`src/rtl/dlsc_pcie_s6_pkg.sv`:
```
// Shared definitions for the Spartan-6 PCIe transmit path.
//   - TLP_W      : width of one TLP beat on the core tx interface.
//   - arb_state_e: arbiter state encoding (IDLE=0, CPL=1, REQ=2).
//   - sat_inc16  : saturating 16-bit increment used by statistics counters.
package dlsc_pcie_s6_pkg;

  localparam int TLP_W = 32;

  typedef enum logic [1:0] {
    ST_IDLE = 2'd0,
    ST_CPL  = 2'd1,
    ST_REQ  = 2'd2
  } arb_state_e;

  // Increment that sticks at all-ones instead of wrapping.
  function automatic logic [15:0] sat_inc16(input logic [15:0] v);
    return (v == 16'hFFFF) ? v : (v + 16'd1);
  endfunction

endpackage

```
`src/rtl/dlsc_pcie_s6_tx_arbiter_outreg.sv`:
```
// Single registered output stage for a valid/ready beat stream.
// Ports:
//   clk, rst_n          : clock, asynchronous active-low reset
//   in_ready            : load enable; the upstream beat is taken when in_valid & in_ready
//   in_valid/data/last  : upstream beat
//   out_ready           : downstream accept
//   out_valid/data/last : registered downstream beat, held stable until out_ready
module dlsc_pcie_s6_tx_arbiter_outreg
  import dlsc_pcie_s6_pkg::*;
#(
  parameter int W = TLP_W
) (
  input  logic         clk,
  input  logic         rst_n,
  output logic         in_ready,
  input  logic         in_valid,
  input  logic [W-1:0] in_data,
  input  logic         in_last,
  input  logic         out_ready,
  output logic         out_valid,
  output logic [W-1:0] out_data,
  output logic         out_last
);

  logic         valid_q, valid_d;
  logic [W-1:0] data_q,  data_d;
  logic         last_q,  last_d;
  logic         load_en_s;

  // The register may be reloaded when it is empty or its beat leaves this cycle.
  assign load_en_s = ~valid_q | out_ready;

  // Next-value logic: load a new beat (or go empty) on load enable, else hold.
  always_comb begin
    valid_d = valid_q;
    data_d  = data_q;
    last_d  = last_q;
    if (load_en_s) begin
      valid_d = in_valid;
      if (in_valid) begin
        data_d = in_data;
        last_d = in_last;
      end else begin
        data_d = data_q;
        last_d = last_q;
      end
    end else begin
      valid_d = valid_q;
    end
  end

  // Output register.
  always_ff @(posedge clk or negedge rst_n) begin
    if (!rst_n) begin
      valid_q <= 1'b0;
      data_q  <= '0;
      last_q  <= 1'b0;
    end else begin
      valid_q <= valid_d;
      data_q  <= data_d;
      last_q  <= last_d;
    end
  end

  assign in_ready  = load_en_s;
  assign out_valid = valid_q;
  assign out_data  = data_q;
  assign out_last  = last_q;

endmodule

```
`src/rtl/dlsc_pcie_s6_tx_arbiter.sv`:
```
// Packet-locked arbiter sharing the Spartan-6 PCIe tx port between the
// inbound completion stream (CPL, fixed priority) and the outbound request
// stream (REQ), with an anti-starvation limit for REQ and tx buffer gating.
// Optional statistics: define DLSC_PCIE_S6_TX_ARBITER_STATS_EN.
// Ports:
//   clk, rst_n                      : clock, asynchronous active-low reset
//   cpl_ready/valid/data/last       : CPL source beat stream
//   req_ready/valid/data/last       : REQ source beat stream
//   tx_buf_av                       : core transmit buffers available
//   tx_ready / tx_valid/data/last   : registered core tx interface
//   gnt_cpl / gnt_req               : registered grant status
//   stat_clr, stat_cpl_pkts, stat_req_pkts, stat_starve : statistics (macro only)
module dlsc_pcie_s6_tx_arbiter
  import dlsc_pcie_s6_pkg::*;
#(
  parameter int unsigned STARVE_LIMIT = 4,
  parameter int unsigned BUF_MIN      = 2
) (
  input  logic             clk,
  input  logic             rst_n,
  output logic             cpl_ready,
  input  logic             cpl_valid,
  input  logic [TLP_W-1:0] cpl_data,
  input  logic             cpl_last,
  output logic             req_ready,
  input  logic             req_valid,
  input  logic [TLP_W-1:0] req_data,
  input  logic             req_last,
  input  logic [5:0]       tx_buf_av,
  input  logic             tx_ready,
  output logic             tx_valid,
  output logic [TLP_W-1:0] tx_data,
  output logic             tx_last,
`ifdef DLSC_PCIE_S6_TX_ARBITER_STATS_EN
  input  logic             stat_clr,
  output logic [15:0]      stat_cpl_pkts,
  output logic [15:0]      stat_req_pkts,
  output logic [15:0]      stat_starve,
`endif
  output logic             gnt_cpl,
  output logic             gnt_req
);

  localparam logic [3:0] STARVE_MAX = 4'(STARVE_LIMIT);
  localparam logic [5:0] BUF_THRESH = 6'(BUF_MIN);

  arb_state_e       state_q, state_d;
  logic [3:0]       starve_q, starve_d;
  logic             gnt_cpl_q, gnt_req_q;
  logic             load_en_s;
  logic             buf_ok_s;
  logic             grant_cpl_s, grant_req_s, forced_s;
  logic             cpl_ready_s, req_ready_s;
  logic             sel_valid_s, sel_last_s;
  logic [TLP_W-1:0] sel_data_s;

  assign buf_ok_s = (tx_buf_av >= BUF_THRESH);

  // Grant decision, only evaluated in IDLE; REQ wins a contended slot once
  // CPL has taken STARVE_LIMIT packets in a row while REQ waited.
  always_comb begin
    grant_cpl_s = 1'b0;
    grant_req_s = 1'b0;
    forced_s    = 1'b0;
    if ((state_q == ST_IDLE) && buf_ok_s) begin
      if (cpl_valid && req_valid) begin
        if (starve_q >= STARVE_MAX) begin
          grant_req_s = 1'b1;
          forced_s    = 1'b1;
        end else begin
          grant_cpl_s = 1'b1;
        end
      end else if (cpl_valid) begin
        grant_cpl_s = 1'b1;
      end else if (req_valid) begin
        grant_req_s = 1'b1;
      end else begin
        grant_cpl_s = 1'b0;
      end
    end else begin
      grant_cpl_s = 1'b0;
    end
  end

  // Next state: a grant is held until the granted source's last beat is taken.
  always_comb begin
    state_d = state_q;
    case (state_q)
      ST_IDLE: begin
        if (grant_cpl_s)      state_d = ST_CPL;
        else if (grant_req_s) state_d = ST_REQ;
        else                  state_d = ST_IDLE;
      end
      ST_CPL: begin
        if (cpl_valid && cpl_ready_s && cpl_last) state_d = ST_IDLE;
        else                                      state_d = ST_CPL;
      end
      ST_REQ: begin
        if (req_valid && req_ready_s && req_last) state_d = ST_IDLE;
        else                                      state_d = ST_REQ;
      end
      default: state_d = ST_IDLE;
    endcase
  end

  // Starvation counter: counts CPL grants made over a waiting REQ.
  always_comb begin
    starve_d = starve_q;
    if (grant_req_s) begin
      starve_d = 4'd0;
    end else if (grant_cpl_s && req_valid && (starve_q < STARVE_MAX)) begin
      starve_d = starve_q + 4'd1;
    end else begin
      starve_d = starve_q;
    end
  end

  // State, starvation counter and grant status registers.
  always_ff @(posedge clk or negedge rst_n) begin
    if (!rst_n) begin
      state_q   <= ST_IDLE;
      starve_q  <= 4'd0;
      gnt_cpl_q <= 1'b0;
      gnt_req_q <= 1'b0;
    end else begin
      state_q   <= state_d;
      starve_q  <= starve_d;
      gnt_cpl_q <= (state_d == ST_CPL);
      gnt_req_q <= (state_d == ST_REQ);
    end
  end

  // Output decode: source ready and data mux follow the granted source.
  always_comb begin
    cpl_ready_s = 1'b0;
    req_ready_s = 1'b0;
    sel_valid_s = 1'b0;
    sel_data_s  = '0;
    sel_last_s  = 1'b0;
    case (state_q)
      ST_CPL: begin
        cpl_ready_s = load_en_s;
        sel_valid_s = cpl_valid;
        sel_data_s  = cpl_data;
        sel_last_s  = cpl_last;
      end
      ST_REQ: begin
        req_ready_s = load_en_s;
        sel_valid_s = req_valid;
        sel_data_s  = req_data;
        sel_last_s  = req_last;
      end
      default: begin
        cpl_ready_s = 1'b0;
        req_ready_s = 1'b0;
      end
    endcase
  end

  dlsc_pcie_s6_tx_arbiter_outreg #(
    .W (TLP_W)
  ) u_outreg (
    .clk       (clk),
    .rst_n     (rst_n),
    .in_ready  (load_en_s),
    .in_valid  (sel_valid_s),
    .in_data   (sel_data_s),
    .in_last   (sel_last_s),
    .out_ready (tx_ready),
    .out_valid (tx_valid),
    .out_data  (tx_data),
    .out_last  (tx_last)
  );

  assign cpl_ready = cpl_ready_s;
  assign req_ready = req_ready_s;
  assign gnt_cpl   = gnt_cpl_q;
  assign gnt_req   = gnt_req_q;

`ifdef DLSC_PCIE_S6_TX_ARBITER_STATS_EN
  logic [15:0] stat_cpl_q, stat_cpl_d;
  logic [15:0] stat_req_q, stat_req_d;
  logic [15:0] stat_starve_q, stat_starve_d;

  // Statistics next values; a clear request overrides a same-cycle increment.
  always_comb begin
    stat_cpl_d    = stat_cpl_q;
    stat_req_d    = stat_req_q;
    stat_starve_d = stat_starve_q;
    if (stat_clr) begin
      stat_cpl_d    = 16'd0;
      stat_req_d    = 16'd0;
      stat_starve_d = 16'd0;
    end else begin
      stat_cpl_d    = grant_cpl_s ? sat_inc16(stat_cpl_q)    : stat_cpl_q;
      stat_req_d    = grant_req_s ? sat_inc16(stat_req_q)    : stat_req_q;
      stat_starve_d = forced_s    ? sat_inc16(stat_starve_q) : stat_starve_q;
    end
  end

  // Statistics registers.
  always_ff @(posedge clk or negedge rst_n) begin
    if (!rst_n) begin
      stat_cpl_q    <= 16'd0;
      stat_req_q    <= 16'd0;
      stat_starve_q <= 16'd0;
    end else begin
      stat_cpl_q    <= stat_cpl_d;
      stat_req_q    <= stat_req_d;
      stat_starve_q <= stat_starve_d;
    end
  end

  assign stat_cpl_pkts = stat_cpl_q;
  assign stat_req_pkts = stat_req_q;
  assign stat_starve   = stat_starve_q;
`endif

endmodule
```
`config.mk`:
```
export PLATFORM = sky130hd
export DESIGN_NAME = dlsc_pcie_s6_tx_arbiter
export DESIGN_NICKNAME = d
export VERILOG_FILES = /design/src/rtl/dlsc_pcie_s6_pkg.sv /design/src/rtl/dlsc_pcie_s6_tx_arbiter_outreg.sv /design/src/rtl/dlsc_pcie_s6_tx_arbiter.sv
export SDC_FILE = /design/constraint.sdc
export NUM_CORES = 1
export LEC_CHECK = 0
export ABC_AREA = 1
export CORE_UTILIZATION = 36
export DETAILED_ROUTE_END_ITERATION = 12
export GPL_TIMING_DRIVEN = 1
export PLACE_DENSITY_LB_ADDON = 0.15
export SETUP_SLACK_MARGIN = 0.15
export SYNTH_ARGS = -nofsm -noshare
export SYNTH_HDL_FRONTEND = slang
export SYNTH_SLANG_ARGS = --single-unit
export TNS_END_PERCENT = 30
```
`constraint.sdc`:
```
create_clock -name clk -period 1.6 [get_ports clk]
set_clock_uncertainty 0.2 [all_clocks]
set_input_delay 0.32 -clock clk [delete_from_list [all_inputs] [get_ports clk]]
set_output_delay 0.32 -clock clk [all_outputs]
set_load 0.02 [all_outputs]
```
==> results of run 1 <==
## layout make-up
cell class / instances / area [um^2]
Fill cell: 456 / 1757
Tap cell: 72 / 90.09
Timing Repair Buffer: 141 / 1475
Multi-Input combinational cell: 171 / 1121
Clock inverter: 1 / 5.005
Inverter: 14 / 55.05
Clock buffer: 7 / 86.33
Sequential cell: 42 / 1052
## where the power goes
| part | internal [W] | switching [W] |
|---|---|---|
| Clock | 0.000348 | 0.000350 |
| Sequential | 0.00140 | 0.000208 |
| Combinational | 0.00194 | 0.00212 |
| Total | 0.00369 | 0.00268 |
## cells by family after synthesis
group / after synthesis / synth area share
adders and majority gates: 5 / 0.02889
buffers and inverters: 33 / 0.07972
DFF: 42 / 0.4853
AOI/OAI and AO/OA: 71 / 0.2317
and+or+nand+nor: 95 / 0.1745
## synth_stat cells (all sizes together)
library cell   n
inv           14
or2            1
a21oi          1
buf           14
nor2           9
o21ai         36
o22ai          1
nand2         77
dfrtp         42
a22o          33
ha             5
nand3b         1
clkbuf         5
nand4          1
nand3          6
## sequential cells by signal, summed over array words and instances (netlist names)
signal              count
u_outreg.out_valid      1
gnt_cpl                 1
gnt_req                 1
starve_q                4
state_q                 2
u_outreg.out_data      32
u_outreg.out_last       1
## path summary, 6_finish.rpt
check	cells past startpoint	to	from	slack, ns
max in group asynchronous	3	state_q[1]	rst_n	0.66
min	2	u_outreg.out_data[2]	u_outreg.out_data[2]	0.28
max reg2reg	10	u_outreg.out_data[7]	state_q[0]	-0.21
max	10	u_outreg.out_data[7]	state_q[0]	-0.21
min reg2reg	2	u_outreg.out_data[2]	u_outreg.out_data[2]	0.28
min in group asynchronous	3	u_outreg.out_data[9]	rst_n	0.33
## layer usage
metal,GRT usage,up-vias,part of all wire
met5,0,-,0
met4,0.05455,0,0.0043
met3,0.05829,2,0.063
met2,0.3650,62,0.49
met1,0.2571,1037,0.44
li1,-,1093,-
## critical path: stages (launching register included)
cell     delay, ns
dfrtp_1       0.40
inv_2         0.08
ha_4          0.15
inv_4         0.04
buf_6         0.11
o22ai_4       0.16
nand3_4       0.13
buf_4         0.18
buf_16        0.14
nand2_1       0.06
o21ai_1       0.06
## cells in the final DEF, fill, tap and decap left out, types with 8 or more instances in the layout
master / instances
dlygate4sd2_1: 12
nand2_2: 10
buf_2: 12
o21ai_2: 13
a22o_1: 33
nand2_4: 8
inv_1: 8
dfrtp_1: 41
dlymetal6s2s_1: 11
nand2_1: 59
buf_4: 16
nor2_1: 8
o21ai_1: 23
clkdlybuf4s50_1: 74
## stage by stage
stage / util / hold WS, ns
after floorplan: - / -0.1756
after global placement: 0.6097 / 0.1116
after detailed placement: 0.6097 / 0.1096
after CTS: 0.6611 / 0.2830
after global routing: 0.6886 / 0.3056
final: 0.6886 / 0.2828
## what timing repair did
action / CTS / global route
resized for setup: 94 / 52
hold buffers: 1 / 0
gates cloned: 4 / 1
setup buffers: 4 / 1
endpoints found under the setup margin: 77 / 70
pin swaps: 6 / 6
hold endpoints to repair: 42 / 0
==> impl_metrics.py, run 1 <==
metrics = {
    "status": {
        "run_status": "finished, violations left",
        "violations": "negative setup slack",
    },
    "grt": {
        "grt_first_pass_wirelength_um": 10270,
        "grt-ovfl-total": 0,
        "grt_max_degree": 43,
        "grt_pass1_vias": 2255,
        "grt.total_usage": 0.2112,
        "antenna_found_initial": 0,
    },
    "die": {
        "die_height_um": 79.57,
        "core-area_um2": 5642,
        "start_util": 0.3839,
        "die_x_um": 79.57,
        "die_area_um2": 6331,
        "rows": 27,
        "io_pins": 115,
    },
    "synthesis": {
        "netlist_area_um2": 2166,
        "syn_nets": 328,
        "synth.distinct_cells": 22,
        "avgSynthCellArea_um2": 8.804,
        "syn-instance-count": 246,
        "ys.warnings.count": 0,
        "yosysTopAreaCell": "dfrtp_1",
        "ys_ff_latch": 42,
        "yosysSeqAreaShare": 0.4853,
        "yosys-top-cells-area": "dfrtp_1 49%, a22o_1 13%, nand2_1 13%",
        "yosysTopAreaCellShare": 0.4853,
    },
    "placement": {
        "port_buffers": 113,
        "dp_hpwl_um": 4172,
        "routabilityCongestion": 0.8438,
        "place_inst": 429,
        "place_ws_ns": -0.5327,
        "postPlaceCellArea_um2": 3440,
    },
    "timing": {
        "rsz0062_at_grt": "true",
        "final.min_clock_period_ns": 1.812,
        "layout_worst_path_cycle_share": 1.133,
        "tightest_slew_ns": 0.2577,
        "relSlewSlack": 0.8279,
        "hold_violations": 0,
        "setup_viol": 35,
        "clock.fmax_ghz": 0.5518,
        "drv_slew": 0,
        "post-route-worst-setup-slack_ns": -0.2122,
        "setup_tns_ns": -6.339,
    },
    "final_layout": {
        "design_area_um2": 3885,
        "antennaDiodeCount": 0,
        "stdcell_count": 448,
        "drive_above_1_share": 0.2527,
        "synthToLayoutAreaGrowth_pct": 79.38,
        "fin_nets": 457,
    },
    "clocking": {
        "h-tree-depth": 2,
        "cts_tree": "done",
        "clk_pin_slew_ns": 0.08,
        "clock_path_buffers": 2,
        "cts_made_buffers": 5,
        "cts.sinks": 42,
        "clkLatencyLatePin_ns": 0.29,
        "cts-root-buf": "clkbuf_8",
    },
    "pwr": {
        "p_total_w": 0.006367,
        "p_leak_nw": 1.981,
        "powerDensity_nw_per_um2": 1639,
        "vdd_drop_max_uv": 963.8,
    },
    "worst_setup_path": {
        "crit_required_ns": 1.58,
        "end_kind": "register",
        "cp.arrival_ns": 1.79,
        "cp-start-kind": "register",
        "path_class": "register to register",
        "cp_max_fo": 11,
    },
    "routing": {
        "wl_per_cell_um": 14.07,
        "drc": 0,
        "drt_iter0_markers": 88,
        "drt_pass1_iterations": 4,
        "vias": 2194,
        "ant_nets": 0,
        "drt-vias-per-instance": 4.897,
        "drt_wl_total_um": 6302,
    },
    "job": {
        "drv.max_cap_violation_count": 0,
    },
    "hold_path": {
        "hold_path_class": "register to register",
    },
}
No activity file was read; power rests on OpenSTA's default activity.
==> run 2: changes to the inputs <==
Settings changed: CORE_UTILIZATION 36 to 39.
Clock period 1.6 ns to 1.73 ns, I/O delays scaled along.
==> run 2 against run 1 <==
The flow still finishes with violations (negative setup slack). Critical path depth fell by 2. Maximum frequency fell by 1.5%. Register-to-register slack improved by 0.10 ns. First-iteration DRC count rose by 28%. Via count rose by 2.6%. Routed wire length rose by 9.2%. Die area fell by 7.5%. Critical endpoint is now u_outreg.out_data[8]. Largest power group unchanged.
==> impl_metrics.py, run 2 (same netlist as run 1, synthesis figures left out) <==
metrics = {
    "worst_setup_path": {
        "cp-start-kind": "register",
        "cp.arrival_ns": 1.82,
        "cp_max_fo": 7,
        "crit_required_ns": 1.71,
        "path_class": "register to register",
        "end_kind": "register",
    },
    "routing": {
        "drt_iter0_markers": 113,
        "drt_pass1_iterations": 4,
        "vias": 2251,
        "drt-vias-per-instance": 5.013,
        "drt_wl_total_um": 6883,
        "ant_nets": 0,
        "drc": 0,
        "wl_per_cell_um": 15.33,
    },
    "grt": {
        "met3_usage": 0.04551,
        "grt_first_pass_wirelength_um": 9563,
        "grt_use_met2": 0.3333,
        "antenna_found_initial": 0,
        "grt.total_usage": 0.2061,
        "top_usage_layer": "met2",
        "grt-ovfl-total": 0,
        "grt_max_degree": 43,
        "grt_pass1_vias": 1997,
        "use_met1": 0.2690,
    },
    "status": {
        "violations": "negative setup slack",
        "run_status": "finished, violations left",
    },
    "clocking": {
        "clock_path_buffers": 2,
        "cts-root-buf": "clkbuf_8",
        "clk_pin_slew_ns": 0.08,
        "cts_tree": "done",
        "cts_made_buffers": 5,
        "clkLatencyLatePin_ns": 0.29,
        "h-tree-depth": 2,
        "cts.sinks": 42,
    },
    "die": {
        "io_pins": 115,
        "rows": 26,
        "core-area_um2": 5238,
        "die_x_um": 76.52,
        "start_util": 0.4135,
        "die_height_um": 76.52,
        "die_area_um2": 5855,
    },
    "job": {
        "drv.max_cap_violation_count": 0,
    },
    "final_layout": {
        "largest_reg_flops": 32,
        "antennaDiodeCount": 0,
        "synthToLayoutAreaGrowth_pct": 81.17,
        "fin_nets": 460,
        "fillers": 383,
        "drive_above_1_share": 0.2586,
        "post-route-util": 0.7492,
        "layout_commonest_cell": "clkdlybuf4s50_1",
        "final_cell_mix": "73 x clkdlybuf4s50_1, 47 x nand2_1, 41 x dfrtp_1",
        "design_area_um2": 3924,
    },
    "timing": {
        "post-route-worst-setup-slack_ns": -0.1103,
        "layout_worst_path_cycle_share": 1.064,
        "timing.hold.ws_ns": 0.2767,
        "setup_tns_ns": -3.035,
        "relSlewSlack": 0.8087,
        "rsz0062_at_grt": "true",
        "setup_viol": 35,
        "final.min_clock_period_ns": 1.840,
        "hold_violations": 0,
        "clock.fmax_ghz": 0.5434,
        "tightest_slew_ns": 0.2870,
        "drv_slew": 0,
    },
    "hold_path": {
        "hold_path_class": "register to register",
    },
    "pwr": {
        "powerDensity_nw_per_um2": 1537,
        "p_leak_nw": 1.866,
        "p_total_w": 0.006032,
        "vdd_drop_max_uv": 951.1,
    },
    "placement": {
        "postPlaceCellArea_um2": 3425,
        "dp_hpwl_um": 4048,
        "routabilityCongestion": 0.8070,
        "port_buffers": 113,
    },
}
## run 2: cell type report
cell class / count / area [um^2] / share of cell area
well taps: 70 / 87.58 / 0.02232
repair buffers: 143 / 1475 / 0.3760
multi-input cells: 172 / 1162 / 0.2962
clock buffers: 7 / 86.33 / 0.02200
flip-flops and latches: 42 / 1052 / 0.2682
inverters: 14 / 55.05 / 0.01403
clock inverters: 1 / 5.005 / 0.001276
## run 2: path summary, 6_finish.rpt
path                              from                   end  slack [ns]  cells past startpoint
max                         state_q[0]  u_outreg.out_data[8]       -0.11                      8
min                        starve_q[3]           starve_q[3]        0.28                      2
max reg2reg                 state_q[0]  u_outreg.out_data[8]       -0.11                      8
min reg2reg                starve_q[3]           starve_q[3]        0.28                      2
max in group asynchronous        rst_n            state_q[0]        0.74                      3
min in group asynchronous        rst_n  u_outreg.out_data[7]        0.35                      3
## run 2: timing repair
| action | 4_1_cts | 5_1_grt |
|---|---|---|
| hold endpoints to repair | 42 | 0 |
| pin swaps | 1 | 6 |
| gates resized for setup | 51 | 73 |
| cloned | 0 | 9 |
| hold buffers | 1 | 0 |
| setup buffers | 1 | 3 |
| endpoints found under the setup margin | 76 | 56 |
## run 2: routing by layer
| layer | up-vias | routed length [um] |
|---|---|---|
| li1 | 1094 | - |
| met1 | 1078 | 2974 |
| met2 | 72 | 3527 |
| met3 | 7 | 301 |
| met4 | 0 | 80 |
| met5 | - | 0 |
## run 2: metrics by stage
stage,instances,setup slack (ns)
2_1_floorplan,246,0.04329
3_3_place_gp,427,-0.4487
3_5_place_dp,427,-0.4968
4_1_cts,437,-0.08268
5_1_grt,449,-0.1891
6_report,449,-0.1103
## run 2: power by group
group	internal, W	leakage, nW	switching [W]
Sequential	0.00130	0.567	0.000208
Clock	0.000322	0.0482	0.000323
Combinational	0.00179	1.25	0.00209
## run 2: worst max-delay path, stage by stage (launching register included)
cell and delay [ns]:
dfrtp_2 0.44, inv_2 0.10, ha_4 0.16, inv_4 0.05
o22ai_4 0.21, nand3_4 0.23, clkbuf_16 0.24, nand2_2 0.06
o21ai_2 0.05
